<file path="src/rtl/conv_pkg.sv">
// Shared constants and helpers for the convolution pipeline: line buffer,
// window control and MAC stages.
package conv_pkg;

  localparam int unsigned DATA_SIZE_DEF   = 32;
  localparam int unsigned KERNEL_SIZE_DEF = 5;
  localparam int unsigned PIX_W_DEF       = 8;
  localparam int unsigned STRIDE_DEF      = 1;

  // Never returns 0, so a value of 1 still yields a legal 1-bit vector.
  function automatic int unsigned clog2(input int unsigned value);
    int unsigned width;
    width = 1;
    while ((32'd1 << width) < value) width++;
    return width;
  endfunction

  // Bit offset of window element (r,c); r=0 is the top row, c=0 the leftmost column.
  function automatic int unsigned win_off(input int unsigned r, input int unsigned c,
                                          input int unsigned k, input int unsigned w);
    return (r * k + c) * w;
  endfunction

endpackage

</file>
<file path="src/rtl/conv_line_buffer_if.sv">
// Pixel-in / window-out handshake bundle for conv_line_buffer.
// CONV_LB_EOL_CHECK_EN adds s_eol (end-of-line marker) and o_err (sticky line-length error).
interface conv_line_buffer_if
  import conv_pkg::*;
#(
  parameter int unsigned PIX_W       = PIX_W_DEF,
  parameter int unsigned KERNEL_SIZE = KERNEL_SIZE_DEF
);
  localparam int unsigned WIN_W = KERNEL_SIZE * KERNEL_SIZE * PIX_W;

  logic             s_valid;
  logic             s_ready;
  logic [PIX_W-1:0] s_data;
  logic             m_valid;
  logic             m_ready;
  logic [WIN_W-1:0] m_window;
  logic             m_last;
`ifdef CONV_LB_EOL_CHECK_EN
  logic             s_eol;
  logic             o_err;

  modport master (output s_valid, s_data, s_eol, m_ready,
                  input  s_ready, m_valid, m_window, m_last, o_err);
  modport slave  (input  s_valid, s_data, s_eol, m_ready,
                  output s_ready, m_valid, m_window, m_last, o_err);
`else
  modport master (output s_valid, s_data, m_ready,
                  input  s_ready, m_valid, m_window, m_last);
  modport slave  (input  s_valid, s_data, m_ready,
                  output s_ready, m_valid, m_window, m_last);
`endif
endinterface

</file>
<file path="src/rtl/conv_line_mem.sv">
// One image-row delay line indexed by column; read-before-write in the same cycle.
module conv_line_mem #(
  parameter int unsigned DEPTH = 32,
  parameter int unsigned W     = 8,
  parameter int unsigned AW    = 5
) (
  input  logic          clk,
  input  logic          we,
  input  logic [AW-1:0] addr,
  input  logic [W-1:0]  wdata,
  output logic [W-1:0]  rdata
);
  logic [W-1:0] mem [DEPTH];

  always_ff @(posedge clk) begin
    if (we) mem[addr] <= wdata;
  end

  assign rdata = mem[addr];
endmodule

</file>
<file path="src/rtl/conv_line_buffer.sv">
// Raster pixel stream to KERNEL_SIZE x KERNEL_SIZE sliding window with stride and end-of-frame flag.
// CONV_LB_EOL_CHECK_EN enables s_eol resync and the sticky o_err line-length check.
module conv_line_buffer
  import conv_pkg::*;
#(
  parameter int unsigned DATA_SIZE   = DATA_SIZE_DEF,
  parameter int unsigned KERNEL_SIZE = KERNEL_SIZE_DEF,
  parameter int unsigned PIX_W       = PIX_W_DEF,
  parameter int unsigned STRIDE      = STRIDE_DEF
) (
  input logic               clk,
  input logic               rst_n,
  conv_line_buffer_if.slave bus
);
  localparam int unsigned   CW       = clog2(DATA_SIZE);
  localparam int unsigned   PW       = clog2(STRIDE);
  localparam logic [CW-1:0] LAST_IDX = CW'(DATA_SIZE - 1);
  localparam logic [CW-1:0] K_M1     = CW'(KERNEL_SIZE - 1);
  localparam logic [PW-1:0] PH_MAX   = PW'(STRIDE - 1);

  logic [CW-1:0]    row, col;
  logic [PW-1:0]    row_ph, col_ph;
  logic             m_valid_q, m_last_q;
  logic             accept, complete, frame_end, row_end;
  logic [PIX_W-1:0] win     [KERNEL_SIZE][KERNEL_SIZE];
  logic [PIX_W-1:0] rd      [KERNEL_SIZE-1];
  logic [PIX_W-1:0] col_new [KERNEL_SIZE];

  assign bus.s_ready = !m_valid_q || bus.m_ready;
  assign accept      = bus.s_valid && bus.s_ready;
  // Phases only advance once the axis reaches K-1, so phase 0 means stride-aligned.
  assign complete    = (row >= K_M1) && (col >= K_M1) && (row_ph == '0) && (col_ph == '0);
  assign frame_end   = (row == LAST_IDX) && (col == LAST_IDX);
`ifdef CONV_LB_EOL_CHECK_EN
  assign row_end     = (col == LAST_IDX) || bus.s_eol;
`else
  assign row_end     = (col == LAST_IDX);
`endif

  for (genvar k = 0; k < KERNEL_SIZE - 1; k++) begin : g_line
    logic [PIX_W-1:0] wdata;
    if (k == 0) begin : g_head
      assign wdata = bus.s_data;
    end else begin : g_chain
      assign wdata = rd[k-1];
    end
    conv_line_mem #(.DEPTH(DATA_SIZE), .W(PIX_W), .AW(CW)) u_mem (
      .clk   (clk),
      .we    (accept),
      .addr  (col),
      .wdata (wdata),
      .rdata (rd[k])
    );
  end

  // Deepest line memory holds the oldest row, which lands at the top of the window.
  always_comb begin
    for (int unsigned r = 0; r < KERNEL_SIZE - 1; r++) col_new[r] = rd[KERNEL_SIZE-2-r];
    col_new[KERNEL_SIZE-1] = bus.s_data;
  end

  always_comb begin
    bus.m_window = '0;
    for (int unsigned r = 0; r < KERNEL_SIZE; r++)
      for (int unsigned c = 0; c < KERNEL_SIZE; c++)
        bus.m_window[win_off(r, c, KERNEL_SIZE, PIX_W) +: PIX_W] = win[r][c];
  end

  assign bus.m_valid = m_valid_q;
  assign bus.m_last  = m_last_q;

  always_ff @(posedge clk or negedge rst_n) begin
    if (!rst_n) begin
      for (int unsigned r = 0; r < KERNEL_SIZE; r++)
        for (int unsigned c = 0; c < KERNEL_SIZE; c++) win[r][c] <= '0;
    end else if (accept) begin
      for (int unsigned r = 0; r < KERNEL_SIZE; r++) begin
        for (int unsigned c = 0; c < KERNEL_SIZE - 1; c++) win[r][c] <= win[r][c+1];
        win[r][KERNEL_SIZE-1] <= col_new[r];
      end
    end
  end

  always_ff @(posedge clk or negedge rst_n) begin
    if (!rst_n) begin
      row       <= '0;
      col       <= '0;
      row_ph    <= '0;
      col_ph    <= '0;
      m_valid_q <= 1'b0;
      m_last_q  <= 1'b0;
    end else if (accept) begin
      m_valid_q <= complete;
      m_last_q  <= complete && frame_end;
      if (frame_end) begin
        row    <= '0;
        col    <= '0;
        row_ph <= '0;
        col_ph <= '0;
      end else if (row_end) begin
        col    <= '0;
        col_ph <= '0;
        row    <= row + CW'(1);
        if (row >= K_M1) row_ph <= (row_ph == PH_MAX) ? '0 : row_ph + PW'(1);
      end else begin
        col <= col + CW'(1);
        if (col >= K_M1) col_ph <= (col_ph == PH_MAX) ? '0 : col_ph + PW'(1);
      end
    end else if (bus.m_ready) begin
      m_valid_q <= 1'b0;
      m_last_q  <= 1'b0;
    end
  end

`ifdef CONV_LB_EOL_CHECK_EN
  logic o_err_q;

  always_ff @(posedge clk or negedge rst_n) begin
    if (!rst_n)                                       o_err_q <= 1'b0;
    else if (accept && (bus.s_eol != (col == LAST_IDX))) o_err_q <= 1'b1;
  end

  assign bus.o_err = o_err_q;
`endif
endmodule

</file>
<file path="src/flat_wrapper.sv">
// flat-port wrapper written by rule: the top's interface ports become plain ports
module conv_line_buffer_flat import conv_pkg::*;
#(
  parameter int unsigned DATA_SIZE   = DATA_SIZE_DEF,
  parameter int unsigned KERNEL_SIZE = KERNEL_SIZE_DEF,
  parameter int unsigned PIX_W       = PIX_W_DEF,
  parameter int unsigned STRIDE      = STRIDE_DEF
)
  (clk, rst_n, bus_s_valid, bus_s_data, bus_m_ready, bus_s_ready, bus_m_valid, bus_m_window, bus_m_last);
  conv_line_buffer_if #(.PIX_W(PIX_W), .KERNEL_SIZE(KERNEL_SIZE)) bus_i ();
  input logic clk;
  input logic rst_n;
  input wire logic [$bits(bus_i.s_valid)-1:0] bus_s_valid;
  input wire logic [$bits(bus_i.s_data)-1:0] bus_s_data;
  input wire logic [$bits(bus_i.m_ready)-1:0] bus_m_ready;
  output wire logic [$bits(bus_i.s_ready)-1:0] bus_s_ready;
  output wire logic [$bits(bus_i.m_valid)-1:0] bus_m_valid;
  output wire logic [$bits(bus_i.m_window)-1:0] bus_m_window;
  output wire logic [$bits(bus_i.m_last)-1:0] bus_m_last;
  assign bus_i.s_valid = bus_s_valid;
  assign bus_i.s_data = bus_s_data;
  assign bus_i.m_ready = bus_m_ready;
  assign bus_s_ready = bus_i.s_ready;
  assign bus_m_valid = bus_i.m_valid;
  assign bus_m_window = bus_i.m_window;
  assign bus_m_last = bus_i.m_last;
  conv_line_buffer #(.DATA_SIZE(DATA_SIZE), .KERNEL_SIZE(KERNEL_SIZE), .PIX_W(PIX_W), .STRIDE(STRIDE)) u_core (.clk(clk), .rst_n(rst_n), .bus(bus_i));
endmodule
</file>
<file path="config.mk">
export PLATFORM = sky130hd
export DESIGN_NAME = conv_line_buffer_flat
export DESIGN_NICKNAME = d
export VERILOG_FILES = /design/src/rtl/conv_pkg.sv /design/src/rtl/conv_line_buffer_if.sv /design/src/rtl/conv_line_mem.sv /design/src/rtl/conv_line_buffer.sv /design/src/flat_wrapper.sv
export SDC_FILE = /design/constraint.sdc
export NUM_CORES = 1
export LEC_CHECK = 0
export CAP_MARGIN = 30
export CELL_PAD_IN_SITES_DETAIL_PLACEMENT = 0
export CELL_PAD_IN_SITES_GLOBAL_PLACEMENT = 2
export CORE_MARGIN = 2
export CORE_UTILIZATION = 50
export CTS_BUF_LIST = sky130_fd_sc_hd__clkbuf_8
export DETAILED_ROUTE_END_ITERATION = 16
export PLACE_DENSITY = 0.93
export SLEW_MARGIN = 0
export SYNTH_ARGS = -nofsm -noshare
export SYNTH_HDL_FRONTEND = slang
export SYNTH_SLANG_ARGS = --single-unit
</file>
<file path="constraint.sdc">
create_clock -name clk -period 5.8 [get_ports clk]
set_clock_uncertainty 0.05 [all_clocks]
set_input_delay 0.87 -clock clk [delete_from_list [all_inputs] [get_ports clk]]
set_output_delay 0.87 -clock clk [all_outputs]
set_load 0.02 [all_outputs]
</file>
==> reports/qor.yml <==
worst_setup_path:
  crit_fanout: 88
  critPathMaxStageDelay_ns: 1.02
  crit_end: "u_core.g_line[2].u_mem.mem[2][4]"
  cp-start-kind: "flip-flop"
  timing.rr.end: "u_core.g_line[2].u_mem.mem[2][4]"
  reg2reg_depth: 5
  crit_chain: "buf_12 -> mux2i_1 -> o22ai_1 -> nor4_1 -> nand2_1"
  cp-startpoint: "u_core.col[1]"
  cp-end-kind: "flip-flop"
  reg2reg_slack_ns: 1.45
  r2r_start: "u_core.col[1]"
  arrival_ns: 4.62
  cp.required_ns: 6.07
  critPathKind: "reg -> reg"
  critical_path.slowest_cell: "dfrtp_4"
yosys:
  async_reset_ff_frac: 0.172
  avgSynthCellArea_um2: 16.2
  synth.top_cell.area_share: 0.654
  netlist_instances: 2895
  synthFlopType: "edfxtp_1"
  synth_area_leaders: "edfxtp_1 65%, dfrtp_1 11%, mux2i_1 9.1%, nand2_1 4.4%, o22ai_1 2.7%"
  synth-edff-count: 1024
  yosysUniqueCellTypes: 49
  synth_nets: 2916
  ys_seq_area_frac: 0.767
  syn_area_mm2: 0.0470
  synth-seq-cells: 1236
  yosys.area.top_type: "edfxtp_1"
  yosys_warnings: 0
pwr:
  finalPower_mw: 28.3
  p_per_area_mw_per_mm2: 514
  irDropWorstVdd_mv: 0.354
  p_leak_nw: 20.3
global_route:
  grt_pass1_wl_um: 175000
  groute.usage.overall: 0.243
  grt_start_max_net_pins: 177
  grt-ovfl-total: 0
  first_global_vias: 27100
  antenna_found_initial: 5
clocking:
  cts_buffers: 189
  clk-insertion-delay-late_ns: 0.85
  cts_tree: "yes"
  htree_levels: 4
  cts_resized: 0
  cts_root_buf: "clkbuf_8"
  clk_pin_slew_worst_paths_ns: 0.07
  cts_hold_buffers: 0
  clockBufferDepth: 3
  cts_setup_buffers: 0
  clock_sinks: 1236
placement:
  dpl.cell_count: 4331
  placed_cell_area_mm2: 0.0513
  io_buffers: 214
  place_ws_ns: 1.52
  place_congestion: 0.914
  hpwl_um: 71100
timing:
  period_needed_ns: 4.35
  max_slew_margin: 0.255
  max_freq_ghz: 0.230
  hold_viol_final: 0
  report.final.slew_viol_count: 0
  rsz0062_at_grt: "false"
  tns_ns: 0
  period_share: 0.750
  setup-violations-final: 0
  fin_ws_ns: 1.45
  whs_ns: 0.0511
  tightest_slew_ns: 1.11
run:
  maxCapViolCount: 0
drt:
  drc: 0
  wl_per_cell_um: 25.3
  via_count: 27300
  dr.first_iter.drc_count: 2974
  first_pass_iters: 6
  routed_wl_um: 119000
  ant_nets: 0
  avgViaCountPerCell: 5.83
finish:
  syn2layout_area_growth_pct: 17.0
  utilization: 0.590
  instances_no_fill: 4687
  fillers: 7022
  drive_gt1_frac: 0.137
  finalInstanceArea_mm2: 0.0550
  most-common-layout-cells: "1024 x edfxtp_1, 555 x nand2_1, 427 x mux2i_1"
  final_nets: 3294
  final_common_cell: "edfxtp_1"
floorplan:
  io_pins: 215
  die-area_mm2: 0.0965
  initial_core_util: 0.504
  die_w_um: 311
  die_h_um: 311
  core_area_mm2: 0.0933
  rows: 112
hold_path:
  hp-class: "in -> async"
status:
  status: "finished, final reports clean"
==> layer usage <==
layer | routed length, µm | vias to the layer above | global-route usage | part of all wire
li1 | - | 11800 | - | -
met3 | 12000 | 221 | 0.0600 | 0.10
met1 | 47400 | 13800 | 0.337 | 0.40
met4 | 3140 | 0 | 0.0825 | 0.026
met5 | 0 | - | 0 | 0
met2 | 56000 | 1512 | 0.380 | 0.47
==> sequential cells by signal, indices dropped and copies added (netlist names) <==
name                     flops
u_core.g_line.u_mem.mem   1024
u_core.bus.m_window        200
u_core.col                   5
u_core.row                   5
u_core.bus.m_last            1
u_core.bus.m_valid           1
==> cell usage after synthesis (4+ instances only) <==
cell type / n
nor2_1: 71
mux4_2: 38
ha_1: 9
inv_1: 5
clkbuf_1: 65
nor2b_1: 5
o21ai_0: 16
a31oi_1: 26
a21oi_1: 4
nor4_1: 52
nand4_1: 6
nor3_1: 6
buf_4: 13
edfxtp_1: 1024
dfrtp_1: 212
buf_2: 64
o22ai_1: 202
mux2_2: 8
nand2_1: 556
a22oi_1: 10
o32a_1: 6
buf_1: 6
buf_6: 4
mux2i_1: 427
nand3_1: 11
and3_1: 6
==> power by group <==
group	internal, mW	total [mW]	switching (mW)
Clock	3.62	6.93	3.31
Sequential	12.4	13.1	0.730
Combinational	2.75	8.29	5.54
==> cell type report <==
type | count | area [µm²] | share of cell area
Clock inverter | 144 | 852 | 0.0155
Antenna cell | 2 | 5.00 | 0.0000909
Multi-Input combinational cell | 1501 | 10500 | 0.190
Clock buffer | 205 | 2820 | 0.0513
Inverter | 5 | 18.8 | 0.000341
Sequential cell | 1236 | 36100 | 0.655
Timing Repair Buffer | 340 | 3230 | 0.0587
Tap cell | 1254 | 1570 | 0.0285
==> how the worst min path moves through the flow <==
| stage | startpoint | to | slack, ns | cells after the start |
|---|---|---|---|---|
| floorplan | u_core.row[3] | u_core.row[3] | 0.41 | 1 |
| global route | rst_n | u_core.bus.m_window[22] | 0.06 | 1 |
| finish | rst_n | u_core.bus.m_window[151] | 0.05 | 1 |
| detailed placement | u_core.bus.m_window[46] | u_core.bus.m_window[46] | 0.41 | 2 |
| global placement | u_core.bus.m_window[124] | u_core.bus.m_window[124] | 0.41 | 2 |
| CTS | rst_n | u_core.bus.m_window[111] | 0.001 | 1 |
==> worst max-delay path: cells and delay by family, from the launching register on <==
family | cells | cell delay, ns
buf+inv | 1 | 0.53
simple gates | 2 | 1.59
flops | 1 | 1.02
compound gates | 1 | 0.12
mux | 1 | 0.30
==> cells by family (layout without fill, tap and decap cells) <==
kind of cell	Yosys count	count (layout)	synth area share
other	0	2	0
AO/OA/AOI/OAI	281	281	0.0383
multiplexers	474	474	0.112
adder cells (fa/ha/maj)	9	9	0.00239
flip-flops	1236	1236	0.767
buffers and inverters	158	694	0.0163
AND/OR/NAND/NOR	737	737	0.0649
No activity file was read; power rests on OpenSTA's default activity.
